--- config.mk ---
export PLATFORM = sky130hd
export DESIGN_NAME = rx_frame_decoder
export DESIGN_NICKNAME = d
export VERILOG_FILES = /design/src/rtl/uart_sys_pkg.sv /design/src/rtl/rx_frame_decoder.sv
export SDC_FILE = /design/constraint.sdc
export NUM_CORES = 1
export LEC_CHECK = 0
export CAP_MARGIN = 15
export CORE_ASPECT_RATIO = 0.7
export CORE_MARGIN = 2
export CORE_UTILIZATION = 45
export DETAILED_ROUTE_END_ITERATION = 10
export GPL_ROUTABILITY_DRIVEN = 0
export HOLD_SLACK_MARGIN = 0.08
export MAX_ROUTING_LAYER = met4
export PLACE_DENSITY = 0.74
export RECOVER_POWER = 100
export SLEW_MARGIN = 20
export SYNTH_ARGS = -nofsm -noshare
export SYNTH_HDL_FRONTEND = slang
export SYNTH_SLANG_ARGS = --single-unit
--- constraint.sdc ---
create_clock -name CLK -period 4.4 [get_ports CLK]
set_input_delay 1.32 -clock CLK [delete_from_list [all_inputs] [get_ports CLK]]
set_output_delay 1.32 -clock CLK [all_outputs]
set_load 0.03 [all_outputs]
--- src/rtl/uart_sys_pkg.sv ---
// Shared definitions for the UART system: command opcodes, fixed operand
// register addresses and the frame decoder state encoding.
package uart_sys_pkg;

  // Command bytes that open a frame
  localparam logic [7:0] CMD_RF_WR  = 8'hAA;
  localparam logic [7:0] CMD_RF_RD  = 8'hBB;
  localparam logic [7:0] CMD_ALU_OP = 8'hCC;
  localparam logic [7:0] CMD_ALU_NO = 8'hDD;

  // Register-file slots that receive ALU operands A and B
  localparam int OPA_ADDR = 0;
  localparam int OPB_ADDR = 1;

  // Frame decoder states
  typedef enum logic [2:0] {
    IDLE    = 3'd0,
    WR_ADDR = 3'd1,
    WR_DATA = 3'd2,
    RD_ADDR = 3'd3,
    OPA     = 3'd4,
    OPB     = 3'd5,
    FUN     = 3'd6
  } state_e;

  // States in which the ALU clock must already be running
  function automatic logic alu_active(input state_e st);
    return (st == OPA) || (st == OPB) || (st == FUN);
  endfunction

endpackage

--- src/rtl/rx_frame_decoder.sv ---
// Decodes command frames arriving byte-by-byte from the UART receiver into
// register-file write/read pulses and ALU operation requests. All outputs
// are registered, so every pulse appears one cycle after its strobe.
module rx_frame_decoder
  import uart_sys_pkg::*;
#(
  parameter int DATA_WIDTH = 8,
  parameter int ADDR_WIDTH = 4
) (
  input  logic                  CLK,
  input  logic                  RST,
  input  logic [DATA_WIDTH-1:0] RX_P_DATA,
  input  logic                  RX_D_VLD,
  input  logic                  RX_ERR,
  output logic                  RF_WrEn,
  output logic                  RF_RdEn,
  output logic [ADDR_WIDTH-1:0] RF_Address,
  output logic [DATA_WIDTH-1:0] RF_WrData,
  output logic                  ALU_EN,
  output logic [3:0]            ALU_FUN,
  output logic                  CLK_GATE_EN,
  output logic                  FRAME_ERR
);

  state_e                  state_q, state_d;
  logic [ADDR_WIDTH-1:0]   addr_q, addr_d;       // address byte held until the data byte arrives
  logic                    wr_en_q, wr_en_d;
  logic                    rd_en_q, rd_en_d;
  logic [ADDR_WIDTH-1:0]   rf_addr_q, rf_addr_d;
  logic [DATA_WIDTH-1:0]   rf_wdata_q, rf_wdata_d;
  logic                    alu_en_q, alu_en_d;
  logic [3:0]              alu_fun_q, alu_fun_d;
  logic                    gate_q, gate_d;
  logic                    ferr_q, ferr_d;

  // Next-state and next-output decode; only a valid strobe can move anything
  always_comb begin
    state_d    = state_q;
    addr_d     = addr_q;
    wr_en_d    = 1'b0;
    rd_en_d    = 1'b0;
    alu_en_d   = 1'b0;
    ferr_d     = 1'b0;
    rf_addr_d  = rf_addr_q;
    rf_wdata_d = rf_wdata_q;
    alu_fun_d  = alu_fun_q;

    if (RX_D_VLD) begin
      if (RX_ERR) begin
        // Corrupted byte: drop it and the frame it belonged to
        ferr_d  = 1'b1;
        state_d = IDLE;
      end else begin
        case (state_q)
          IDLE: begin
            // Unknown bytes are silently ignored, they are not frame errors
            if (RX_P_DATA == DATA_WIDTH'(CMD_RF_WR))       state_d = WR_ADDR;
            else if (RX_P_DATA == DATA_WIDTH'(CMD_RF_RD))  state_d = RD_ADDR;
            else if (RX_P_DATA == DATA_WIDTH'(CMD_ALU_OP)) state_d = OPA;
            else if (RX_P_DATA == DATA_WIDTH'(CMD_ALU_NO)) state_d = FUN;
          end
          WR_ADDR: begin
            addr_d  = RX_P_DATA[ADDR_WIDTH-1:0];
            state_d = WR_DATA;
          end
          WR_DATA: begin
            wr_en_d    = 1'b1;
            rf_addr_d  = addr_q;
            rf_wdata_d = RX_P_DATA;
            state_d    = IDLE;
          end
          RD_ADDR: begin
            rd_en_d   = 1'b1;
            rf_addr_d = RX_P_DATA[ADDR_WIDTH-1:0];
            state_d   = IDLE;
          end
          OPA: begin
            wr_en_d    = 1'b1;
            rf_addr_d  = ADDR_WIDTH'(OPA_ADDR);
            rf_wdata_d = RX_P_DATA;
            state_d    = OPB;
          end
          OPB: begin
            wr_en_d    = 1'b1;
            rf_addr_d  = ADDR_WIDTH'(OPB_ADDR);
            rf_wdata_d = RX_P_DATA;
            state_d    = FUN;
          end
          FUN: begin
            alu_en_d  = 1'b1;
            alu_fun_d = RX_P_DATA[3:0];
            state_d   = IDLE;
          end
          default: state_d = IDLE;
        endcase
      end
    end

    // Clock gate opens with the ALU states and stays open for the ALU_EN cycle
    gate_d = alu_active(state_d) || alu_en_d;
  end

  // State and output registers; reset clears everything including held data
  always_ff @(posedge CLK or negedge RST) begin
    if (!RST) begin
      state_q    <= IDLE;
      addr_q     <= '0;
      wr_en_q    <= 1'b0;
      rd_en_q    <= 1'b0;
      rf_addr_q  <= '0;
      rf_wdata_q <= '0;
      alu_en_q   <= 1'b0;
      alu_fun_q  <= '0;
      gate_q     <= 1'b0;
      ferr_q     <= 1'b0;
    end else begin
      state_q    <= state_d;
      addr_q     <= addr_d;
      wr_en_q    <= wr_en_d;
      rd_en_q    <= rd_en_d;
      rf_addr_q  <= rf_addr_d;
      rf_wdata_q <= rf_wdata_d;
      alu_en_q   <= alu_en_d;
      alu_fun_q  <= alu_fun_d;
      gate_q     <= gate_d;
      ferr_q     <= ferr_d;
    end
  end

  assign RF_WrEn     = wr_en_q;
  assign RF_RdEn     = rd_en_q;
  assign RF_Address  = rf_addr_q;
  assign RF_WrData   = rf_wdata_q;
  assign ALU_EN      = alu_en_q;
  assign ALU_FUN     = alu_fun_q;
  assign CLK_GATE_EN = gate_q;
  assign FRAME_ERR   = ferr_q;

endmodule

# --- Yosys cells after proc, flatten, opt, wreduce, memory -nomap -nowiden ---
# Index checks and enable logic that the tools add are counted.
# W data, S select, Z words.
op_classes:
  eq_ne: 13
  muxes: 19
  n_bitwise: 1
  reduce_logical: 10
op_table:
  columns: ["op", "n"]
  rows:
  - ["$eq A8 B8 Y1 const B", 4]
  - ["$eq A3 B3 Y1 const B", 6]
  - ["$mux W3", 6]
  - ["$pmux W4 S4", 1]
  - ["$pmux W3 S4", 1]
  - ["$reduce_and A3 Y1", 4]
  - ["$mux W1", 11]
  - ["$eq A3 B2 Y1 const B", 2]
  - ["$reduce_bool A4 Y1", 1]
  - ["$eq A3 B1 Y1 const B", 1]
  - ["$logic_not A3 Y1", 1]
  - ["$logic_or A1 B1 Y1", 3]
  - ["$reduce_or A3 Y1", 1]
  - ["$not A1 Y1", 1]
totals:
  regBits: 28
  inputBits: 12

# --- Logic depth before layout (Yosys ltp) ---
# Gate-level depths: netlist (run 1).
depth:
  ltp_word: 12
  ltp_mapped: 6
  ltp_nobuf: 6

# --- Worst setup path after synthesis (run 1) ---
# OpenSTA, ideal clock, no wires.
synth_path:
  kind: "input port to flip-flop"
  from: "input RX_D_VLD"
  to: "register gate_q, in the netlist CLK_GATE_EN"
  setup_time_ps: 118
  arrival_ps: 2298
  slack_ps: 1983
  path_stages: 6
  path_buffers: 1
  path_cell_list: "nor2b_1 buf_4 o21ai_2 o41ai_2 a21bo_1 a21o_1"
synth_via:
  elab_chain_len: 5
synth_rtl:
  columns: ["item", "line_no", "rtl"]
  rows:
  - ["start: declaration", "rx_frame_decoder.sv:13", "input logic RX_D_VLD,"]
  - ["$mux W3 *", "rx_frame_decoder.sv:48", "if (RX_D_VLD) begin"]
  - ["via state_d[0]", "rx_frame_decoder.sv:25", "state_e state_q, state_d;"]
  - ["$eq A3 B3 Y1", "uart_sys_pkg.sv:28", "return (st == OPA) || (st == OPB) || (st == FUN);"]
  - ["$logic_or A1 B1 Y1", "uart_sys_pkg.sv:28", null]
  - ["$logic_or A1 B1 Y1 *", "uart_sys_pkg.sv:28", null]
  - ["$logic_or A1 B1 Y1 *", "rx_frame_decoder.sv:100", "gate_d = alu_active(state_d) || alu_en_d;"]
  - ["via gate_d", "rx_frame_decoder.sv:33", "logic gate_q, gate_d;"]
  - ["end signal: assignment", "rx_frame_decoder.sv:125", "gate_q <= gate_d;"]
  - ["end: declaration", "rx_frame_decoder.sv:33", null]
# Mark *: on every way through the listed nets, which the timed path passes. The rest lies on a longest branch.
# A chain may end at the register's enable or synchronous reset.

# --- Worst setup path in the final report (run 1) ---
# Same ends and word-level chain as after synthesis.

==> results of run 1 <==
cells in the mapped netlist:
master / number
nand2b_1: 1
clkbuf_2: 1
nand2_1: 9
nor4bb_1: 2
nand4_1: 1
o211ai_1: 1
xnor2_1: 1
nand3_1: 1
or3_1: 1
a31oi_1: 4
dfrtp_1: 28
nor2b_1: 2
and2_2: 2
and4bb_2: 1
a21o_2: 1
mux2_2: 14
nor2_1: 1
o41ai_2: 1
a41oi_1: 1
nand4b_1: 1
a21oi_1: 2
ha_1: 2
a21bo_1: 1
buf_4: 2
or2b_2: 2
nand2_2: 1
nor3_1: 2
o22ai_1: 2
and3_2: 1
and3b_1: 3
o21ai_2: 1
o21ai_0: 6
inv_1: 5
a21o_1: 1
final timing paths:
path                               start            end  cells after the start
max in group asynchronous            RST    CLK_GATE_EN                      2
min                        RF_Address[3]  RF_Address[3]                      2
max                             RX_D_VLD    CLK_GATE_EN                      6
max reg2reg                   state_q[1]    CLK_GATE_EN                      6
min in group asynchronous            RST  RF_Address[2]                      2
min reg2reg                RF_Address[3]  RF_Address[3]                      2
critical path, delay by kind of cell:
kind / cells / cell delay (ns)
buffers and inverters: 1 / 0.61
and+or+nand+nor: 1 / 0.39
AOI/OAI and AO/OA: 4 / 1.18
per-layer routing:
metal  up-vias  part of all wire, %
li1        443                    -
met1       451                   49
met2        35                   45
met3         2                  5.2
met4         0                 0.51
met5         -                    0
layout by cell type, fill, tap and decap left out, types with 2 or more instances in the layout:
cell             count
dfrtp_1             28
dlygate4sd3_1       23
mux2_2              14
nand2_1             10
clkdlybuf4s50_1      9
o21ai_0              7
inv_1                5
a31oi_1              4
clkbuf_8             4
and3b_1              3
or2b_2               2
nor4bb_1             2
and2_2               2
nor2b_1              2
nor3_1               2
o22ai_1              2
a21oi_1              2
ha_1                 2
cells by family (layout without fill, tap and decap cells):
logic type / after synthesis / after routing
muxes: 14 / 14
and+or+nand+nor: 31 / 31
xor gates and xnor gates: 1 / 1
AOI/OAI and AO/OA: 21 / 21
DFF: 28 / 28
buffers and inverters: 8 / 42
adders and majority gates: 2 / 2
power groups by stage:
stage | logic (uW) | clock network [uW] | registers (uW)
after global routing | 160 | 172 | 304
after detailed placement | 161 | 0 | 306
after global placement | 159 | 0 | 304
after CTS | 162 | 162 | 301
final | 150 | 154 | 300
after floorplan | 39.1 | 0 | 352
through the flow:
| stage | power (uW) | hold WS, ns | cell area [um2] |
|---|---|---|---|
| floorplan | 391 | 0.451 | 1270 |
| global placement | 463 | 0.460 | 1630 |
| detailed placement | 467 | 0.473 | 1630 |
| CTS | 624 | 0.494 | 1680 |
| global route | 637 | 0.512 | 1660 |
| finish | 604 | 0.482 | 1660 |
area by class of cell:
cell class              count  area [um2]  area share [%]
well taps                  36        45.0            2.71
clock buffers               4        55.1            3.31
inverters                   5        18.8            1.13
repair buffers             33         324            19.5
flip-flops and latches     28         701            42.1
multi-input cells          69         520            31.3
state kept, by name (all words and copies together), names as in the netlist:
name	flops
ALU_EN	1
ALU_FUN	4
CLK_GATE_EN	1
FRAME_ERR	1
RF_Address	4
RF_RdEn	1
RF_WrData	8
RF_WrEn	1
addr_q	4
state_q	3
==> flow_summary.json, run 1 <==
{
  "status": "completed",
  "slowest_delay_ns": 0.61,
  "synth_top_family_by_area": "simple AND/OR/NAND/NOR gates",
  "synth_seq_cells": 28,
  "synthAdderAreaFrac_pct": 1.96,
  "hold_viol": 0,
  "coreArea_um2": 2740,
  "grt_pass1_wl_um": 4370,
  "synthSimpleGateAreaFrac_pct": 15.5,
  "grt_max_degree": 29,
  "path_max_fanout": 7,
  "worstPathRequired_ns": 4.57,
  "synthToLayoutAreaGrowth_pct": 30.6,
  "ir_drop_mv": 0.231,
  "placementRows": 16,
  "cts_tree": "built",
  "die_w_um": 67.6,
  "cap_viol_max_count": 0,
  "gr-usage-met2_pct": 26.3,
  "post_cts_resized": 0,
  "first_pass_iters": 5,
  "yosysWarnings": 0,
  "worstPathArrival_ns": 3.51,
  "initial_core_util_pct": 46.4,
  "setup_viol_count_final": 0,
  "top_usage_layer": "met1",
  "fillers": 205,
  "synth_top_area_cell": "dfrtp_1",
  "final_antenna_net_count": 0,
  "slew_headroom_pct": 1.43,
  "rsz0062_at_grt": "false",
  "synth-compound-area-share_pct": 11.4,
  "path_class": "primary input to flip-flop",
  "p_leak_uw": 0.000815,
  "placedCellCount": 171,
  "overflow": 0,
  "netlist_instances": 105,
  "worstMarginPinSlew_ns": 1.48,
  "powerDensity_nw_per_um2": 363,
  "die_h_um": 48.5,
  "syn-cell-area_um2": 1270,
  "io_buffers": 32,
  "seqPwrFrac_pct": 49.6,
  "clk_latency_ns": 0.27,
  "clock.fmax_mhz": 299,
  "diodes": 0,
  "cpMaxStageDelayCell": "dlygate4sd3_1",
  "r2r_slack_ns": 2.18,
  "wire_per_inst_um": 14.5,
  "p_sw_uw": 173,
  "cts_buffers": 3,
  "hold_path_class": "flip-flop to flip-flop",
  "postCtsSetupBuffers": 0,
  "die-area_um2": 3280,
  "endpoint_kind": "flip-flop",
  "internal-power_uw": 431,
  "layout-drive-gt1-share_pct": 18.0,
  "root_buffer": "clkbuf_8",
  "dp_hpwl_um": 1860,
  "timing.final.ws_setup_ns": 1.06,
  "synth_xor_xnor_area_share_pct": 0.688,
  "fin_cells": 175,
  "crit_path_start_kind": "primary input",
  "yosysUniqueCellTypes": 34,
  "synth_nets": 119,
  "clockPowerShare_pct": 25.6,
  "clkSinkCount": 28,
  "viasPerCell": 5.32,
  "drtIter0Drc": 35,
  "num-nets-final": 154,
  "grt_pass1_vias": 922,
  "avgSynthCellArea_um2": 12.1,
  "p_sw_share_pct": 28.6,
  "final.period_utilization_pct": 75.9,
  "path_cells": "dlygate4sd3_1, nor2b_1, o21ai_0, o41ai_1, a21bo_1, a21o_1",
  "yosys-top-cells-area": "dfrtp_1 (55%), mux2_2 (12%), nand2_1 (2.7%)",
  "h-tree-depth": 1,
  "track_usage_pct": 18.4,
  "skew_ns": 0.00277,
  "finish.utilization_pct": 60.7,
  "hold_buffers": 0,
  "use_met3_pct": 5.58,
  "synth.area.mux_share_pct": 12.4,
  "cts_buffer_depth": 2,
  "drc": 0,
  "antenna_found_initial": 0,
  "yosysSeqAreaShare_pct": 55.0,
  "vias": 931,
  "grtUsageMet1_pct": 26.3,
  "ios": 33,
  "clk_pin_slew_worst_paths_ns": 0.09,
  "period_minus_slack_ns": 3.34,
  "finalMaxSlewViolations": 0,
  "pre_cts_slack_ns": 1.06,
  "routed_wl_um": 2540,
  "yosysTopAreaCellShare_pct": 55.0,
  "setup_tns_ns": 0,
  "power_frac_comb_pct": 24.8
}
Power figures use the tool's default switching activity.
==> run 2: changes to the inputs <==
- CORE_UTILIZATION: 45 -> 43
- clock period: 4.4 -> 2.95 ns (I/O delays scaled with it)
==> flow_summary.json, run 2 (synthesized netlist as in run 1, its figures left out) <==
{
  "worstMarginPinSlew_ns": 1.47,
  "hold_path_class": "flip-flop to flip-flop",
  "layout-drive-gt1-share_pct": 19.3,
  "rsz0062_at_grt": "false",
  "io_buffers": 32,
  "clock.fmax_mhz": 397,
  "grt_pass1_wl_um": 4530,
  "grt_pass1_vias": 903,
  "cap_viol_max_count": 0,
  "ir_drop_mv": 0.314,
  "worstPathRequired_ns": 3.12,
  "antenna_found_initial": 0,
  "diodes": 0,
  "cts_buffers": 3,
  "largest_register_ffs": 8,
  "timing.final.ws_setup_ns": 0.429,
  "vias": 949,
  "track_usage_pct": 17.5,
  "die_h_um": 49.5,
  "drtIter0Drc": 50,
  "postCtsSetupBuffers": 0,
  "pre_cts_slack_ns": 0.313,
  "critPathTopFamily": "compound AO/OA/AOI/OAI gates",
  "synthToLayoutAreaGrowth_pct": 31.5,
  "p_leak_uw": 0.000821,
  "setup_tns_ns": 0,
  "power_uw": 908,
  "finish.utilization_pct": 59.8,
  "ios": 33,
  "hold_viol": 0,
  "powerDensity_nw_per_um2": 542,
  "crit_path_start_kind": "primary input",
  "final_antenna_net_count": 0,
  "first_pass_iters": 4,
  "h-tree-depth": 1,
  "placementRows": 16,
  "wire_per_inst_um": 15.1,
  "num-nets-final": 155,
  "cpMaxStageDelayCell": "dlygate4sd3_1",
  "dp_hpwl_um": 1920,
  "drc": 0,
  "clkSinkCount": 28,
  "routed_wl_um": 2650,
  "path_max_fanout": 6,
  "cts_buffer_depth": 2,
  "path_class": "primary input to flip-flop",
  "layout_common_cells": "dfrtp_1 (28), dlygate4sd3_1 (24), mux2_2 (14)",
  "slew_headroom_pct": 1.72,
  "setup_viol_count_final": 0,
  "initial_core_util_pct": 45.4,
  "hold_buffers": 0,
  "grt_max_degree": 29,
  "cts_tree": "built",
  "endpoint_kind": "flip-flop",
  "slowest_delay_ns": 0.63,
  "viasPerCell": 5.39,
  "clk_pin_slew_worst_paths_ns": 0.09,
  "whs_ns": 0.493,
  "layout_commonest_cell": "dfrtp_1",
  "path_buf_inv": 1,
  "status": "completed",
  "worstPathArrival_ns": 2.69,
  "die-area_um2": 3420,
  "period_minus_slack_ns": 2.52,
  "root_buffer": "clkbuf_8",
  "skew_ns": 0.00242,
  "overflow": 0,
  "clk_latency_ns": 0.27,
  "path_cells": "dlygate4sd3_1, and4bb_2, a31oi_1, o41ai_1, a21bo_1, a21o_1",
  "die_w_um": 69.1,
  "coreArea_um2": 2800,
  "post_cts_resized": 0,
  "finalMaxSlewViolations": 0,
  "final.period_utilization_pct": 85.5
}
[run 2: through the flow]
step / area [um2] / cells
CTS: 1690 / 176
detailed placement: 1630 / 172
floorplan: 1270 / 105
global route: 1680 / 176
global placement: 1630 / 172
finish: 1680 / 176
[run 2: tightest hold or removal path, cell delays in order, from the launching register on]
cell and delay [ns]:
dfrtp_1 0.36, nand2_1 0.05, o21ai_0 0.06
[run 2: path summary, 6_finish.rpt]
kind | from | endpoint | slack, ns | depth (start not counted)
max reg2reg | state_q[1] | CLK_GATE_EN | 0.84 | 6
max | RX_P_DATA[2] | CLK_GATE_EN | 0.43 | 6
max in group asynchronous | RST | CLK_GATE_EN | 0.61 | 2
min in group asynchronous | RST | ALU_FUN[0] | 1.49 | 2
min reg2reg | ALU_FUN[0] | ALU_FUN[0] | 0.49 | 2
min | ALU_FUN[0] | ALU_FUN[0] | 0.49 | 2
[run 2: power breakdown]
group	internal (uW)	total, uW	leakage (uW)	switching (uW)
combinational	98.6	226	0.000413	127
sequential	426	447	0.000380	20.8
clock	119	235	0.0000288	116
[run 2: final cells by class]
type                       instances  area (um2)
fill                             245        1130
sequential                        28         701
multi-input combinational         69         524
timing repair buffer              34         332
clock buffer                       4        55.1
tap                               36        45.0
inverter                           5        18.8
[run 2: routing by layer]
layer / track usage [%] / share of wire [%] / up-vias
met5: - / 0 / -
met4: 2.94 / 0.45 / 0
met3: 6.13 / 6.3 / 2
met2: 24.7 / 45 / 33
met1: 24.7 / 48 / 467
li1: - / - / 447
==> run 3: changes to the inputs <==
- CORE_UTILIZATION: 43 -> 45
- clock period: 2.95 -> 2.4 ns (I/O delays scaled with it)
==> flow_summary.json, run 3 (synthesized netlist as in run 1, its figures left out) <==
{
  "clock.fmax_mhz": 453,
  "initial_core_util_pct": 46.4,
  "crit_path_start_kind": "primary input",
  "power_uw": 1090,
  "dp_hpwl_um": 1980,
  "drc": 0,
  "drtIter0Drc": 36,
  "h-tree-depth": 1,
  "period_minus_slack_ns": 2.21,
  "post_cts_resized": 0,
  "placedCellCount": 178,
  "cap_viol_max_count": 0,
  "die_h_um": 48.5,
  "io_buffers": 32,
  "p_leak_uw": 0.000854,
  "cts_tree": "built",
  "skew_ns": 0.00334,
  "grt_pass1_vias": 983,
  "r2r_slack_ns": 0.63,
  "layout_common_cells": "dfrtp_1 (28), dlygate4sd3_1 (24), mux2_2 (14)",
  "ir_drop_mv": 0.521,
  "overflow": 0,
  "worstPathRequired_ns": 2.57,
  "placementRows": 16,
  "finalMaxSlewViolations": 0,
  "die_w_um": 67.6,
  "clk_latency_ns": 0.27,
  "slew_headroom_pct": 54.6,
  "layout-drive-gt1-share_pct": 23.4,
  "timing.final.ws_setup_ns": 0.194,
  "track_usage_pct": 18.9,
  "powerDensity_nw_per_um2": 633,
  "path_max_fanout": 3,
  "clockPowerShare_pct": 23.3,
  "ios": 33,
  "final_antenna_net_count": 0,
  "synthToLayoutAreaGrowth_pct": 34.7,
  "grt_max_degree": 29,
  "setup_viol_count_final": 0,
  "cts_buffers": 3,
  "clk_pin_slew_worst_paths_ns": 0.09,
  "path_class": "primary input to flip-flop",
  "cts_buffer_depth": 2,
  "worstMarginPinSlew_ns": 0.681,
  "postCtsSetupBuffers": 0,
  "num-nets-final": 161,
  "antenna_found_initial": 0,
  "p_sw_uw": 323,
  "status": "completed",
  "final.period_utilization_pct": 91.9,
  "first_pass_iters": 4,
  "clkSinkCount": 28,
  "hold_path_class": "flip-flop to flip-flop",
  "coreArea_um2": 2740,
  "vias": 958,
  "pre_cts_slack_ns": -0.0232,
  "endpoint_kind": "flip-flop",
  "hold_buffers": 0,
  "viasPerCell": 5.29,
  "diodes": 0,
  "largest_register_ffs": 8,
  "seqPwrFrac_pct": 50.7,
  "wire_per_inst_um": 14.6,
  "root_buffer": "clkbuf_8",
  "power_frac_comb_pct": 26.1,
  "routed_wl_um": 2650,
  "worstPathArrival_ns": 2.38,
  "layout_commonest_cell": "dfrtp_1",
  "p_sw_share_pct": 29.7,
  "rsz0062_at_grt": "false",
  "grt_pass1_wl_um": 4500,
  "die-area_um2": 3280,
  "internal-power_uw": 763,
  "fin_cells": 181,
  "hold_viol": 0
}
## run 3: changes by cell type in the layout (fill, tap and decap cells not counted)
cell	before	now
clkbuf_8	4	3
o41ai_2	0	1
clkbuf_1	1	0
o41ai_1	1	0
buf_4	1	7
clkbuf_2	0	1
## run 3: metal layers
metal	vias up	wire (um)	GRT usage, %
met2	33	1170	28.1
met1	464	1310	26.3
met4	0	7	3.06
met5	-	0	-
li1	459	-	-
met3	2	158	5.58
## run 3: worst max-delay path: stages
cell,delay [ns]
dlygate4sd3_1,0.56
nor4bb_1,0.37
o211ai_1,0.15
a21o_2,0.21
a21bo_1,0.19
a21o_1,0.17
## run 3: area by class of cell
class                           count  area (um2)
Clock buffer                        3        41.3
Multi-Input combinational cell     69         532
Tap cell                           36        45.0
Fill cell                         207        1030
Sequential cell                    28         701
Timing Repair Buffer               40         378
Inverter                            5        18.8
## run 3: worst paths after layout
kind | startpoint | to | cells past startpoint
max in group asynchronous | RST | ALU_EN | 2
max | RX_P_DATA[6] | CLK_GATE_EN | 6
max reg2reg | state_q[2] | CLK_GATE_EN | 5
min | RF_Address[3] | RF_Address[3] | 2
min in group asynchronous | RST | ALU_FUN[2] | 2
min reg2reg | RF_Address[3] | RF_Address[3] | 2
## run 3: power groups by stage
stage | combinational (uW) | sequential [uW] | clock [uW]
6_report | 283 | 550 | 252
5_1_grt | 300 | 557 | 285
2_1_floorplan | 71.6 | 646 | 0
3_3_place_gp | 299 | 557 | 0
4_1_cts | 303 | 553 | 262
3_5_place_dp | 302 | 560 | 0
## run 3: metrics by stage
stage	hold slack, ns	utilization (%)	instance area [um2]	setup TNS (ns)
after detailed placement	0.472	61.2	1680	-0.0232
final	0.477	62.5	1720	0
after global placement	0.461	61.2	1680	-0.00988
after CTS	0.492	62.7	1720	0
after global routing	0.516	62.5	1720	0
after floorplan	0.424	-	1270	0
